**config.mk**
```make
export PLATFORM = sky130hd
export DESIGN_NAME = taus_seq
export DESIGN_NICKNAME = d
export VERILOG_FILES = /design/src/rtl/taus_seq.sv
export SDC_FILE = /design/constraint.sdc
export NUM_CORES = 1
export LEC_CHECK = 0
export BUFFER_PORTS_ARGS = -buffer_cell sky130_fd_sc_hd__buf_2
export CAP_MARGIN = 30
export CORE_ASPECT_RATIO = 2
export CORE_MARGIN = 4
export CORE_UTILIZATION = 40
export CTS_CLUSTER_DIAMETER = 40
export CTS_CLUSTER_SIZE = 28
export DETAILED_ROUTE_END_ITERATION = 7
export HOLD_SLACK_MARGIN = 0.05
export MAX_ROUTING_LAYER = met4
export PLACE_DENSITY = 0.66
export SLEW_MARGIN = 40
export SYNTH_ARGS = -nofsm -noshare
export SYNTH_HDL_FRONTEND = slang
export SYNTH_SLANG_ARGS = --single-unit
```
**constraint.sdc**
```tcl
create_clock -name clk -period 7.95 [get_ports clk]
set_input_delay 1.1925 -clock clk [delete_from_list [all_inputs] [get_ports clk]]
set_output_delay 1.1925 -clock clk [all_outputs]
set_load 0.005 [all_outputs]
```
**src/rtl/taus_seq.sv**
```systemverilog
// taus_seq -- sequencer for an external three-component Tausworthe generator.
//
// Captures and sanitises a seed triple, loads it into the generator, then
// streams uniform samples out over a valid/ready interface. A burst is either
// a fixed length or continuous until stop. The generator is never reseeded
// between bursts, so consecutive bursts continue one sequence.
//
// Ports
//   clk, rst                 clock, asynchronous active-low reset
//   seed_valid/seed_ready    seed load handshake, seed0..seed2 payload
//   start, stop, burst_len   run control (burst_len 0 = continuous)
//   taus_seed0..2            seed triple presented to the generator
//   taus_load, taus_adv      generator load / advance strobes
//   taus_out                 generator output, valid the cycle after a strobe
//   u_data/u_valid/u_ready   uniform sample stream
//   busy, done, seed_fixed   status flags
//   sample_cnt               samples issued in the current run
module taus_seq #(
    parameter logic [31:0] DEF_S0 = 32'd4660,
    parameter logic [31:0] DEF_S1 = 32'd22136,
    parameter logic [31:0] DEF_S2 = 32'd39612,
    parameter int          CNT_W  = 16
) (
    input  logic             clk,
    input  logic             rst,
    input  logic             seed_valid,
    output logic             seed_ready,
    input  logic [31:0]      seed0,
    input  logic [31:0]      seed1,
    input  logic [31:0]      seed2,
    input  logic             start,
    input  logic             stop,
    input  logic [CNT_W-1:0] burst_len,
    output logic [31:0]      taus_seed0,
    output logic [31:0]      taus_seed1,
    output logic [31:0]      taus_seed2,
    output logic             taus_load,
    output logic             taus_adv,
    input  logic [31:0]      taus_out,
    output logic [31:0]      u_data,
    output logic             u_valid,
    input  logic             u_ready,
    output logic             busy,
    output logic             done,
    output logic             seed_fixed,
    output logic [CNT_W-1:0] sample_cnt
);

    typedef enum logic [2:0] {
        S_IDLE,
        S_LOAD,
        S_READY,
        S_RUN,
        S_DRAIN
    } state_t;

    localparam logic [CNT_W-1:0] ONE = {{(CNT_W-1){1'b0}}, 1'b1};

    state_t           r_state, w_next;
    logic [31:0]      r_s0, r_s1, r_s2;
    logic             r_fixed;
    logic [31:0]      r_u_data;
    logic             r_u_valid;
    logic [CNT_W-1:0] r_cnt, r_issued, r_burst;
    logic             r_done;

    logic             w_cap, w_issue, w_last, w_start;
    logic             w_fix0, w_fix1, w_fix2;

    assign w_cap   = seed_valid && seed_ready;
    assign w_start = (r_state == S_READY) && !w_cap && start;

    // Seeds below these limits would leave a Tausworthe component stuck.
    assign w_fix0 = seed0 < 32'd2;
    assign w_fix1 = seed1 < 32'd8;
    assign w_fix2 = seed2 < 32'd16;

    // Issue only when the output slot is free (or being emptied this cycle).
    assign w_issue = (r_state == S_RUN) && (!r_u_valid || u_ready) &&
                     (r_burst == '0 || r_issued < r_burst) && !stop;
    assign w_last  = w_issue && (r_burst != '0) && (r_issued + ONE == r_burst);

    always_comb begin
        w_next = r_state;
        case (r_state)
            S_IDLE:  if (w_cap) w_next = S_LOAD;
            S_LOAD:  w_next = S_READY;
            S_READY: begin
                if (w_cap)      w_next = S_LOAD;
                else if (start) w_next = S_RUN;
            end
            S_RUN:   if (w_last || stop) w_next = S_DRAIN;
            S_DRAIN: if (!r_u_valid) w_next = S_READY;
            default: w_next = S_IDLE;
        endcase
    end

    always_ff @(posedge clk or negedge rst) begin
        if (!rst) begin
            r_state   <= S_IDLE;
            r_s0      <= DEF_S0;
            r_s1      <= DEF_S1;
            r_s2      <= DEF_S2;
            r_fixed   <= 1'b0;
            r_u_data  <= '0;
            r_u_valid <= 1'b0;
            r_cnt     <= '0;
            r_issued  <= '0;
            r_burst   <= '0;
            r_done    <= 1'b0;
        end else begin
            r_state <= w_next;
            // done marks only the READY cycle entered from DRAIN.
            r_done  <= (r_state == S_DRAIN) && !r_u_valid;

            if (w_cap) begin
                r_s0    <= w_fix0 ? DEF_S0 : seed0;
                r_s1    <= w_fix1 ? DEF_S1 : seed1;
                r_s2    <= w_fix2 ? DEF_S2 : seed2;
                r_fixed <= w_fix0 || w_fix1 || w_fix2;
            end

            if (w_start) begin
                r_burst  <= burst_len;
                r_cnt    <= '0;
                r_issued <= '0;
            end

            if (w_issue) begin
                r_u_data  <= taus_out;
                r_u_valid <= 1'b1;
                r_cnt     <= r_cnt + ONE;
                r_issued  <= r_issued + ONE;
            end else if (r_u_valid && u_ready) begin
                r_u_valid <= 1'b0;
            end
        end
    end

    assign seed_ready = (r_state == S_IDLE) || (r_state == S_READY);
    assign busy       = (r_state == S_LOAD) || (r_state == S_RUN) || (r_state == S_DRAIN);
    assign taus_load  = (r_state == S_LOAD);
    assign taus_adv   = w_issue;
    assign taus_seed0 = r_s0;
    assign taus_seed1 = r_s1;
    assign taus_seed2 = r_s2;
    assign u_data     = r_u_data;
    assign u_valid    = r_u_valid;
    assign done       = r_done;
    assign seed_fixed = r_fixed;
    assign sample_cnt = r_cnt;

endmodule
```
==> flow_summary.toml <==
[yosys]
yosys_warnings = 0
synth_edf_count = 0
synthTopCellsByCount = "nand2_1, dfrtp_1, o21ai_0"
ys_seq_elements = 182
async_flop_share_pct = 100
synthesis.instances = 903
syn-mean-instance-area_sq_um = 9.18
synth_area_leaders = "dfrtp_1, nand2_1, dfstp_2, o21ai_0, a22o_1"
synth.top_cell.area_share_pct = 48.3
synthesis.area_sq_um = 8290
ys_seq_area_share_pct = 55.3
yosysMostFrequentCell = "nand2_1"
yosysTopAreaCell = "dfrtp_1"
synth_cell_types = 50
synth-main-ff-cell = "dfrtp_1"
syn_nets = 1071

[final_layout]
multi_input_area_sq_um = 3420
fill_cells = 1979
regArea_sq_um = 4580
nets = 1351
antenna_cells = 0
post-route-util_pct = 52.1
synthToLayoutAreaGrowth_pct = 27.9
drive_gt1_share_pct = 30.6

[die]
die_area_sq_um = 23200
ioPinCount = 301
rows = 74
initial_utilization_pct = 40.7
die_h_microns = 212
die_w_microns = 110
core_sq_um = 20400

[run_status]
outcome = "complete, no violations"

[sta]
setup-violations-final = 0
setup-tns-final_ns = 0
period_share_pct = 65.2
rsz0062_at_grt = "no"
slew_headroom_pct = 47.6
fmax_mhz = 193
fin_crit_ns = 5.18
drv_slew = 0
skew_ns = 0.00833
hold_viol_final = 0
tightest_slew_ns = 0.781

[grt]
grt_max_degree = 105
grt_util_met3_pct = 4.09
grt.overflow.total = 0
grt_pass1_vias = 7741
gr-usage-met1_pct = 24.3
grt_pass1_wl_microns = 40400
grt_antenna_before_repair = 0
grt_usage_pct = 23.7
use_met2_pct = 42.2
top_usage_layer = "met2"

[route]
detail-route-antenna-nets = 0
dr.pass1.iters = 5
routed_via_density = 5.19
avgRoutedWirePerCell_microns = 17.9
dr_total_vias = 7591
drcViolationCount = 0
routed_wl_microns = 26200
drt-initial-drc-count = 230

[worst_setup_path]
path_class = "in2out"
crit_required_ns = 6.76
cp_data_arrival_time_ns = 3.99
end_kind = "output pin"
r2r_cells = 9
critPathLaunchType = "primary input"
cp_max_fo = 65

[hold_path]
hold_class = "reg2reg"
min_path_cells = 2

[power]
intPower_w = 0.00241
switching_power_w = 0.00137
seq_power_share_pct = 42.1
power_leakage_nw = 5.57
ir_worst_vdd_mv = 0.194
switching_share_pct = 36.3
power_frac_comb_pct = 35.6
pwr-share-clk_pct = 22.3
power.density_nw_per_um2 = 356

[clocking]
clk_latency_ns = 0.45
cts_setup_buffers = 0
ctsHoldBuffers = 0
cts-buffers-inserted = 17
cts.sinks = 182
cts_tree = "built"
h-tree-depth = 4
root_buffer = "clkbuf_16"
cts.repair.resized = 0
clk_path_buf_depth = 2
path_clk_slew_ns = 0.06

[placed_design]
routabilityCongestion = 0.931
dp_hpwl_microns = 19500
io_buffers = 300

[run]
cap_violations = 0
[registers in the layout, indices dropped and copies added (netlist names), 3 cells and up]
name / count
taus_seed0: 32
taus_seed1: 32
taus_seed2: 32
u_data: 32
r_burst: 16
r_issued: 16
sample_cnt: 16
r_state: 3
[power by group through the flow]
stage	combinational, W	clock [W]	sequential [W]
floorplan	0.000699	0	0.00160
global placement	0.00133	0	0.00159
detailed placement	0.00136	0	0.00160
CTS	0.00136	0.000868	0.00159
global route	0.00151	0.000900	0.00165
finish	0.00134	0.000843	0.00159
[kinds of logic after synthesis]
| family | share of synthesized area, % |
|---|---|
| adder cells (fa/ha/maj) | 2.72 |
| AO/OA/AOI/OAI | 11.1 |
| buffers and inverters | 3.61 |
| multiplexers | 0.483 |
| flip-flops | 55.3 |
| AND/OR/NAND/NOR | 24.1 |
| XOR/XNOR | 2.64 |
[worst paths after layout]
kind,slack (ns),startpoint,end
min in group asynchronous,0.59,rst,u_data[20]$_DFFE_PN0P_
worst max-delay path,2.77,stop,taus_adv
worst min-delay path,0.45,taus_seed2[5]$_DFFE_PN1P_,taus_seed2[5]$_DFFE_PN1P_
worst min register to register,0.45,taus_seed2[5]$_DFFE_PN1P_,taus_seed2[5]$_DFFE_PN1P_
worst max register to register,4.51,r_state[2]$_DFFE_PN0P_,sample_cnt[12]$_DFFE_PN0P_
max in group asynchronous,5.97,rst,u_data[11]$_DFFE_PN0P_
[stage by stage]
step	hold slack [ns]	setup WS, ns	power (W)	area, sq um	instances
after CTS	0.452	2.77	0.00383	10600	1461
after global placement	0.440	2.79	0.00292	9980	1429
after floorplan	0.444	3.73	0.00230	8290	903
after detailed placement	0.442	2.79	0.00296	10000	1429
final	0.448	2.77	0.00378	10600	1462
after global routing	0.473	2.62	0.00405	10600	1462
[area by class of cell]
class                   count  area share [%]
flip-flops and latches    182            43.2
multi-input cells         649            32.3
repair buffers            306            14.9
clock buffers              24            4.54
well taps                 266            3.14
inverters                  27           0.956
clock inverters             8           0.920
[critical path, stage by stage]
cell	delay [ns]
buf_2	0.11
nand2b_1	0.15
or3b_1	0.41
or3_1	0.37
a2111o_1	0.51
and2_4	0.38
clkinv_1	0.10
buf_4	0.50
buf_2	0.22
[layout by cell type (no fill, tap or decap), drive strengths merged, types with 16 or more instances in the layout]
| cell type | n |
|---|---|
| nand4 | 18 |
| nor2 | 16 |
| ha | 18 |
| a22o | 26 |
| dfrtp | 160 |
| clkbuf | 24 |
| nor4 | 32 |
| buf | 306 |
| a21oi | 28 |
| o21ai | 60 |
| dfstp | 22 |
| nand3 | 23 |
| nand2 | 323 |
| inv | 26 |
| xnor2 | 16 |
[metal layers]
metal,wire [microns],vias up
met5,0,-
met4,1110,0
met3,1130,61
met2,14600,242
met1,9350,3656
li1,-,3632
(Power assumes the default switching activity.)
